$ cat src/rtl/hilbert_mask_if.sv
// Bus for the Hilbert mask stage: spectrum in (ED/START/DReal/DImag),
// weighted spectrum out (RDY/VALID/DOReal/DOImag) plus sticky OVF.
interface hilbert_mask_if #(
  parameter int total_bits = 32
);
  logic                  ED;
  logic                  START;
  logic [total_bits-1:0] DReal;
  logic [total_bits-1:0] DImag;
  logic                  RDY;
  logic                  VALID;
  logic [total_bits-1:0] DOReal;
  logic [total_bits-1:0] DOImag;
  logic                  OVF;

  modport master (
    output ED, START, DReal, DImag,
    input  RDY, VALID, DOReal, DOImag, OVF
  );

  modport slave (
    input  ED, START, DReal, DImag,
    output RDY, VALID, DOReal, DOImag, OVF
  );
endinterface

$ cat src/rtl/hilbert_mask.sv
// Analytic-signal weighting between forward and inverse fft32 passes.
// Bin 0 and Nyquist pass, positive bins x2, negative bins zeroed.
// Stage 1 captures the bin and its index, stage 2 weights and registers it,
// giving one ED-cycle from capture to output.
// Build option: HILB_SAT_EN -- saturate overflowing x2 bins instead of wrapping.
module hilbert_mask #(
  parameter int total_bits = 32,
  parameter int NBINS      = 32
) (
  input  logic           CLK,
  input  logic           RST,
  hilbert_mask_if.slave  bus
);
  localparam int KW   = $clog2(NBINS);
  localparam int HALF = NBINS / 2;

  typedef enum logic {IDLE, RUN} state_t;
  typedef logic [total_bits-1:0] samp_t;

  // Returns {overflow, weighted value} for one component of bin k.
  function automatic logic [total_bits:0] weigh(input samp_t x, input logic [KW-1:0] k);
    logic  ovf;
    samp_t y;
    ovf = 1'b0;
    y   = x;
    if (k == '0 || k == KW'(HALF)) begin
      y = x;
    end else if (k < KW'(HALF)) begin
      ovf = x[total_bits-1] ^ x[total_bits-2];
`ifdef HILB_SAT_EN
      if (ovf)
        y = x[total_bits-1] ? {1'b1, {(total_bits-1){1'b0}}}
                            : {1'b0, {(total_bits-1){1'b1}}};
      else
        y = {x[total_bits-2:0], 1'b0};
`else
      y = {x[total_bits-2:0], 1'b0};
`endif
    end else begin
      y = '0;
    end
    return {ovf, y};
  endfunction

  state_t        state_q, state_d;
  logic [KW-1:0] cnt_q, cnt_d;
  logic          cap_vld_q, cap_vld_d;
  logic [KW-1:0] cap_k_q, cap_k_d;
  samp_t         cap_re_q, cap_re_d;
  samp_t         cap_im_q, cap_im_d;
  logic          rdy_q, rdy_d;
  logic          vld_q, vld_d;
  samp_t         dore_q, dore_d;
  samp_t         doim_q, doim_d;
  logic          ovf_q, ovf_d;

  logic [total_bits:0] w_re, w_im;

  // Weight the captured bin for the output stage.
  always_comb begin
    w_re = weigh(cap_re_q, cap_k_q);
    w_im = weigh(cap_im_q, cap_k_q);
  end

  // Framing FSM, capture stage and output stage; everything frozen when ED=0.
  always_comb begin
    state_d   = state_q;
    cnt_d     = cnt_q;
    cap_vld_d = cap_vld_q;
    cap_k_d   = cap_k_q;
    cap_re_d  = cap_re_q;
    cap_im_d  = cap_im_q;
    rdy_d     = rdy_q;
    vld_d     = vld_q;
    dore_d    = dore_q;
    doim_d    = doim_q;
    ovf_d     = ovf_q;
    if (bus.ED) begin
      // START always wins: aborts any frame in progress, including on bin 31.
      if (bus.START) begin
        state_d = RUN;
        cnt_d   = KW'(1);
      end else if (state_q == RUN) begin
        cnt_d = cnt_q + KW'(1);
        if (cnt_q == KW'(NBINS-1)) state_d = IDLE;
      end

      cap_vld_d = bus.START || (state_q == RUN);
      if (cap_vld_d) begin
        cap_k_d  = bus.START ? '0 : cnt_q;
        cap_re_d = bus.DReal;
        cap_im_d = bus.DImag;
      end

      // Outputs hold their last value outside a frame; only flags drop.
      if (cap_vld_q) begin
        vld_d  = 1'b1;
        rdy_d  = (cap_k_q == '0);
        dore_d = w_re[total_bits-1:0];
        doim_d = w_im[total_bits-1:0];
        ovf_d  = ovf_q | w_re[total_bits] | w_im[total_bits];
      end else begin
        vld_d = 1'b0;
        rdy_d = 1'b0;
      end

      // A new frame starts with a clean overflow flag.
      if (bus.START) ovf_d = 1'b0;
    end
  end

  // State registers with asynchronous active-low reset.
  always_ff @(posedge CLK or negedge RST) begin
    if (!RST) begin
      state_q   <= IDLE;
      cnt_q     <= '0;
      cap_vld_q <= 1'b0;
      cap_k_q   <= '0;
      cap_re_q  <= '0;
      cap_im_q  <= '0;
      rdy_q     <= 1'b0;
      vld_q     <= 1'b0;
      dore_q    <= '0;
      doim_q    <= '0;
      ovf_q     <= 1'b0;
    end else begin
      state_q   <= state_d;
      cnt_q     <= cnt_d;
      cap_vld_q <= cap_vld_d;
      cap_k_q   <= cap_k_d;
      cap_re_q  <= cap_re_d;
      cap_im_q  <= cap_im_d;
      rdy_q     <= rdy_d;
      vld_q     <= vld_d;
      dore_q    <= dore_d;
      doim_q    <= doim_d;
      ovf_q     <= ovf_d;
    end
  end

  assign bus.RDY    = rdy_q;
  assign bus.VALID  = vld_q;
  assign bus.DOReal = dore_q;
  assign bus.DOImag = doim_q;
  assign bus.OVF    = ovf_q;
endmodule

$ cat src/flat_wrapper.sv
// flat-port wrapper written by rule: the top's interface ports become plain ports
module hilbert_mask_flat 
#(
  parameter int total_bits = 32,
  parameter int NBINS      = 32
)
  (CLK, RST, bus_ED, bus_START, bus_DReal, bus_DImag, bus_RDY, bus_VALID, bus_DOReal, bus_DOImag, bus_OVF);
  hilbert_mask_if #(.total_bits(total_bits)) bus_i ();
  input  logic CLK;
  input  logic RST;
  input wire logic [$bits(bus_i.ED)-1:0] bus_ED;
  input wire logic [$bits(bus_i.START)-1:0] bus_START;
  input wire logic [$bits(bus_i.DReal)-1:0] bus_DReal;
  input wire logic [$bits(bus_i.DImag)-1:0] bus_DImag;
  output wire logic [$bits(bus_i.RDY)-1:0] bus_RDY;
  output wire logic [$bits(bus_i.VALID)-1:0] bus_VALID;
  output wire logic [$bits(bus_i.DOReal)-1:0] bus_DOReal;
  output wire logic [$bits(bus_i.DOImag)-1:0] bus_DOImag;
  output wire logic [$bits(bus_i.OVF)-1:0] bus_OVF;
  assign bus_i.ED = bus_ED;
  assign bus_i.START = bus_START;
  assign bus_i.DReal = bus_DReal;
  assign bus_i.DImag = bus_DImag;
  assign bus_RDY = bus_i.RDY;
  assign bus_VALID = bus_i.VALID;
  assign bus_DOReal = bus_i.DOReal;
  assign bus_DOImag = bus_i.DOImag;
  assign bus_OVF = bus_i.OVF;
  hilbert_mask #(.total_bits(total_bits), .NBINS(NBINS)) u_core (.CLK(CLK), .RST(RST), .bus(bus_i));
endmodule
$ cat config.mk
export PLATFORM = sky130hd
export DESIGN_NAME = hilbert_mask_flat
export DESIGN_NICKNAME = d
export VERILOG_FILES = /design/src/rtl/hilbert_mask_if.sv /design/src/rtl/hilbert_mask.sv /design/src/flat_wrapper.sv
export SDC_FILE = /design/constraint.sdc
export NUM_CORES = 1
export LEC_CHECK = 0
export CORE_UTILIZATION = 51
export CTS_BUF_LIST = sky130_fd_sc_hd__clkbuf_16
export CTS_CLUSTER_DIAMETER = 40
export DETAILED_ROUTE_END_ITERATION = 10
export GPL_TIMING_DRIVEN = 1
export PLACE_DENSITY = 0.9
export SLEW_MARGIN = 20
export SYNTH_ARGS = -nofsm -noshare
export SYNTH_HDL_FRONTEND = slang
export SYNTH_SLANG_ARGS = --single-unit
$ cat constraint.sdc
create_clock -name CLK -period 1.8 [get_ports CLK]
set_input_delay 0.54 -clock CLK [delete_from_list [all_inputs] [get_ports CLK]]
set_output_delay 0.54 -clock CLK [all_outputs]
set_load 0.1 [all_outputs]
* After elaboration in Yosys (flattened, before gate mapping)
Cells that the tools add are included.
** Cells by class
- $add $sub $neg :: 1
- Magnitude comparators :: 1
- Equal/unequal tests :: 2
- Mux-type cells :: 18
- Bitwise gates (word level) :: 4
- Reduce and logical (&&, ||, !) cells :: 9
** Operators by type and width (number)
- two-way mux 32 bit :: 4
- two-way mux 5 bit :: 3
- two-way mux 1 bit :: 11
- == test 5 bit (second input constant) :: 2
- AND reduction 2 bit :: 4
- adder 5 x 1 -> 5 bit (second input constant) :: 1
- logical NOT 5 bit :: 1
- < comparator 5 bit (second input constant) :: 1
- nonzero test 2 bit :: 2
- logical OR 1 bit :: 2
- bitwise OR 1 bit :: 2
- bitwise XOR 1 bit :: 2
** Word-level totals
- Flip-flop bits (word level) :: 143
- Bits of input ports :: 68
- Output and inout bits :: 67

* Logic depth before layout (Yosys ltp)
- Depth in word-level cells :: 7
- Mapped depth :: 6
- Gate-level depth less buffers :: 5

* Worst setup path before layout
Ideal clock, no wire load.
- Path type :: input port to flip-flop
- Start point :: input bus_ED
- End point :: register u_core.cap_re_q[10]
- Setup time :: 125 ps
- Data arrival time :: 1545 ps
- Required time :: 1675 ps
- Slack :: 131 ps
- Stages :: 5
- Path buffers :: 3
- Path through :: buf_2 -> o21ai_2 -> buf_2 -> buf_2 -> mux2_2
** On the way
- Cells in the longest elaborated chain, start to end :: 1
** RTL lines
- start: declaration :: line flat_wrapper.sv:11 : input wire logic [$bits(bus_i.ED)-1:0] bus_ED;
- AND reduction 2 bit (no source line)
- end signal: assignment :: line hilbert_mask.sv:131 : cap_re_q <= cap_re_d;
- end: declaration :: line hilbert_mask.sv:49 : samp_t cap_re_q, cap_re_d;
Every way passes these cells.
A chain may end at the register's enable or synchronous reset.

* Final worst setup path
- Start point :: register u_core.cap_k_q[3]
- End point :: register u_core.dore_q[20], in the netlist u_core.bus.DOReal[20]
** On the way
- Cells in the longest elaborated chain, start to end :: 3
- Elaborated cells on any way between the ends :: 6
- Those cells by class :: 1 x order compare; 1 x eq/ne; 2 x mux; 2 x reduce/logical
** RTL lines
- start: declaration :: line hilbert_mask.sv:48 : logic [KW-1:0] cap_k_q, cap_k_d;
- start signal: assignment :: line hilbert_mask.sv:130 : cap_k_q <= cap_k_d;
- < comparator 5 bit (tied with other cells) :: line hilbert_mask.sv:28 : end else if (k < KW'(HALF)) begin
- two-way mux 32 bit / logical OR 1 bit (equally long branches) :: line hilbert_mask.sv:28, hilbert_mask.sv:26
- two-way mux 32 bit (*) :: line hilbert_mask.sv:26 : if (k == '0 || k == KW'(HALF)) begin
- end signal: assignment :: line hilbert_mask.sv:135 : dore_q <= dore_d;
- end: declaration :: line hilbert_mask.sv:53 : samp_t dore_q, dore_d;
Mark *: on every way between the ends. The rest lies on a longest branch, timed or not.

==> summary.md <==
| Metric | Value |
|---|---|
| Post-Layout Cell Count | 847 |
| Library cells used by synthesis | 33 |
| Avg Cell Area, Syn | 11.20 sq um |
| ANT cells | 0 |
| Worst path bufs/invs | 2 |
| I/O pins | 135 |
| Clk sink count | 143 |
| Sequential Power Share | 30.2% |
| Hold slack | 0.02509 ns |
| First-pass GRT wire length | 27180 microns |
| CTS Buf Count | 17 |
| Register area | 0.003580 sq mm |
| Iteration-0 DRC count of the detailed router | 466 |
| Initial antenna violation count | 0 |
| Mapped Cells | 558 |
| Fillers | 672 |
| Worst Setup End Kind | flop |
| Post-route cell area | 0.009123 sq mm |
| Critical R2R Capture | u_core.bus.DOReal[20]$_DFFE_PN0P_ |
| Top Family by Delay on Critical Path | simple AND/OR/NAND/NOR gates |
| Pint | 8.571 mW |
| Residual DRC | 0 |
| CTS resizes | 0 |
| VDD IR-drop max | 1.022 mV |
| Post-synth EDFFs | 0 |
| Crit path max-delay cell type | dfrtp_1 |
| Area share of the largest cell type after synthesis | 57.26% |
| Post-route ant nets | 0 |
| Cells on worst reg2reg path | 5 |
| Tot GR Track Use | 27.95% |
| Clk Latency, worst-skew pair | 0.41 ns |
| Crit-path max FO | 32 |
| Clock H-tree levels | 4 |
| Clock-pin slew on the worst setup and hold paths | 0.06 ns |
| Via density | 6.013 |
| Critical R2R Launch | u_core.cap_k_q[3]$_DFFE_PN0P_ |
| P_leak | 3.870 nW |
| MaxCap Viol Count | 0 |
| CP Class | reg2reg |
| Total power | 14.96 mW |
| Top_reg_cell synth | dfrtp_1 |
| Share of layout cells above drive strength 1 | 27.00% |
| # setup viols final | 0 |
| Slew Limit Fails | 0 |
| Die Span Y | 112.7 microns |
| Layout Area Growth over Synthesis | 45.97% |
| Post-synth ARST share | 100.0% |
| Hpwl dp | 10540 microns |
| TritonCTS clock tree | done |
| Cells along the critical path | nor4_2, buf_6, buf_12, nand2_1, a31oi_1 |
| Power density over cell area | 1639 mW/mm^2 |
| Clock Root Buffer | clkbuf_16 |
| Hold buffers post-CTS | 0 |
| Post-DP Area | 0.008491 sq mm |
| Ys Warns | 0 |
| Vias in the first global route | 5309 |
| TNS Setup | 0 ns |
| Clock Power Share | 24.1% |
| Buffers on Ports | 134 |
| Share of the yosys chip area belonging to registers | 57.26% |
| Routed length per instance | 20.00 microns |
| Clock Path Buffers | 2 |
| FP Rows | 40 |
| Startpoint types | flop |
| Final Routed Wirelength | 16940 microns |
| Synthesized Nets | 628 |
| Synth top area cells | dfrtp_1 57%, mux2_2 12%, nand3b_1 7.4%, a31oi_1 6.3%, nand2_1 4.2% |
| Relative slew slack | 72.25% |
| Mapped Area | 0.006250 sq mm |
| # placed instances | 815 |
| Area leader, netlist | dfrtp_1 |
| DR vias | 5093 |
| Fin worst setup slack | 0.07577 ns |
| Slowest stage delay, CP | 0.42 ns |
| CP Launch Point | u_core.cap_k_q[3]$_DFFE_PN0P_ |
| Fin nets | 758 |
| Switching Fraction | 42.69% |
| RSZ-0062 raised after global routing | false |
| Fin crit period | 1.724 ns |
| Worst R2R Setup Slack | 0.08 ns |
| Core Area | 0.01196 sq mm |
| Post-CTS setup buffers | 0 |
| Die ar. | 0.01270 sq mm |
| Clock skew | 0.005884 ns |
| Switching Power | 6.384 mW |
| Starting Density | 52.25% |
| Final core utilization | 76.27% |
| Status | finished, final reports clean |
| Top achievable clock speed | 580.0 MHz |
| First-pass DRT Iterations | 5 |
| Grt ovf | 0 |
| WP data required | 2.11 ns |
| Worst Tran Pin Value | 0.4058 ns |
| Largest net degree at the start of global routing | 62 |
| Synth Register Bits | 143 |
| CP Data Arrival Time | 2.04 ns |
| Multi-input gate area | 0.002409 sq mm |
| HP Class | in2async |
| DP Worst Slack | -0.3415 ns |
| Final RePlAce weighted congestion | 0.7823 |
| Final worst path period share | 95.79% |
| Endpoints failing hold | 0 |
| Comb power frac | 45.7% |
| Die width | 112.7 microns |
## flip-flops by register name, indices dropped and copies added (netlist names)
| register | cells |
|---|---|
| u_core.bus.DOImag | 32 |
| u_core.bus.DOReal | 32 |
| u_core.cap_im_q | 32 |
| u_core.cap_re_q | 32 |
| u_core.cap_k_q | 5 |
| u_core.cnt_q | 5 |
| u_core.bus.OVF | 1 |
| u_core.bus.RDY | 1 |
| u_core.bus.VALID | 1 |
| u_core.cap_vld_q | 1 |
| u_core.state_q | 1 |
## worst max path at each step
stage,endpoint,cells past startpoint
floorplan,u_core.cap_re_q[10]$_DFFE_PN0P_,5
global placement,u_core.cap_im_q[16]$_DFFE_PN0P_,4
detailed placement,u_core.bus.OVF$_DFFE_PN0P_,5
CTS,u_core.bus.DOReal[25]$_DFFE_PN0P_,4
global route,u_core.bus.OVF$_DFFE_PN0P_,5
finish,u_core.bus.DOReal[20]$_DFFE_PN0P_,5
## cells in the mapped netlist, types with 2 or more instances
| master | count |
|---|---|
| a22o_1 | 3 |
| a2bb2oi_1 | 5 |
| a31oi_1 | 63 |
| and2_1 | 2 |
| buf_2 | 13 |
| buf_4 | 3 |
| buf_6 | 7 |
| clkbuf_1 | 22 |
| dfrtp_1 | 143 |
| ha_1 | 2 |
| inv_1 | 8 |
| mux2_2 | 64 |
| nand2_1 | 70 |
| nand3_1 | 2 |
| nand3b_1 | 62 |
| nor2_1 | 65 |
| o21ai_0 | 4 |
| o22ai_1 | 4 |
| xnor2_1 | 2 |
## logic make-up after synthesis
kind of cell,synth area share [%]
AND/OR/NAND/NOR,16.48
flip-flops,57.26
AO/OA/AOI/OAI,9.530
multiplexers,11.53
buffers and inverters,4.525
XOR/XNOR,0.2803
adder cells (fa/ha/maj),0.4003
## placed cells by master, fill, tap and decap left out, types with 9 or more instances in the layout
master,n
clkbuf_16,18
mux2_2,64
nand3b_1,62
buf_12,76
a31oi_1,63
nor2_1,65
dfrtp_1,142
inv_1,9
buf_4,12
nand2_1,70
clkdlybuf4s50_1,66
## area by class of cell
cell class              count  share of cell area, %
flip-flops and latches    143                  39.24
multi-input cells         361                  26.40
repair buffers            157                  25.43
clock buffers              17                  4.663
well taps                 147                  2.016
clock inverters            14                  1.920
inverters                   8                 0.3292
## layer usage
metal,global-route usage [%],share of wire [%],vias to the layer above
met2,48.64,52,259
met3,5.035,5.3,56
met1,32.84,38,2553
li1,-,-,2225
met4,15.64,4.1,0
met5,0,0,-
## power groups by stage
| stage | Clock, mW | Sequential (mW) | Combinational, mW |
|---|---|---|---|
| after CTS | 3.61 | 4.51 | 6.78 |
| final | 3.60 | 4.52 | 6.83 |
| after global routing | 3.75 | 4.59 | 7.07 |
| after detailed placement | 0 | 4.54 | 6.71 |
| after global placement | 0 | 4.49 | 6.58 |
| after floorplan | 0 | 7.28 | 1.28 |
No activity file was read; power rests on OpenSTA's default activity.
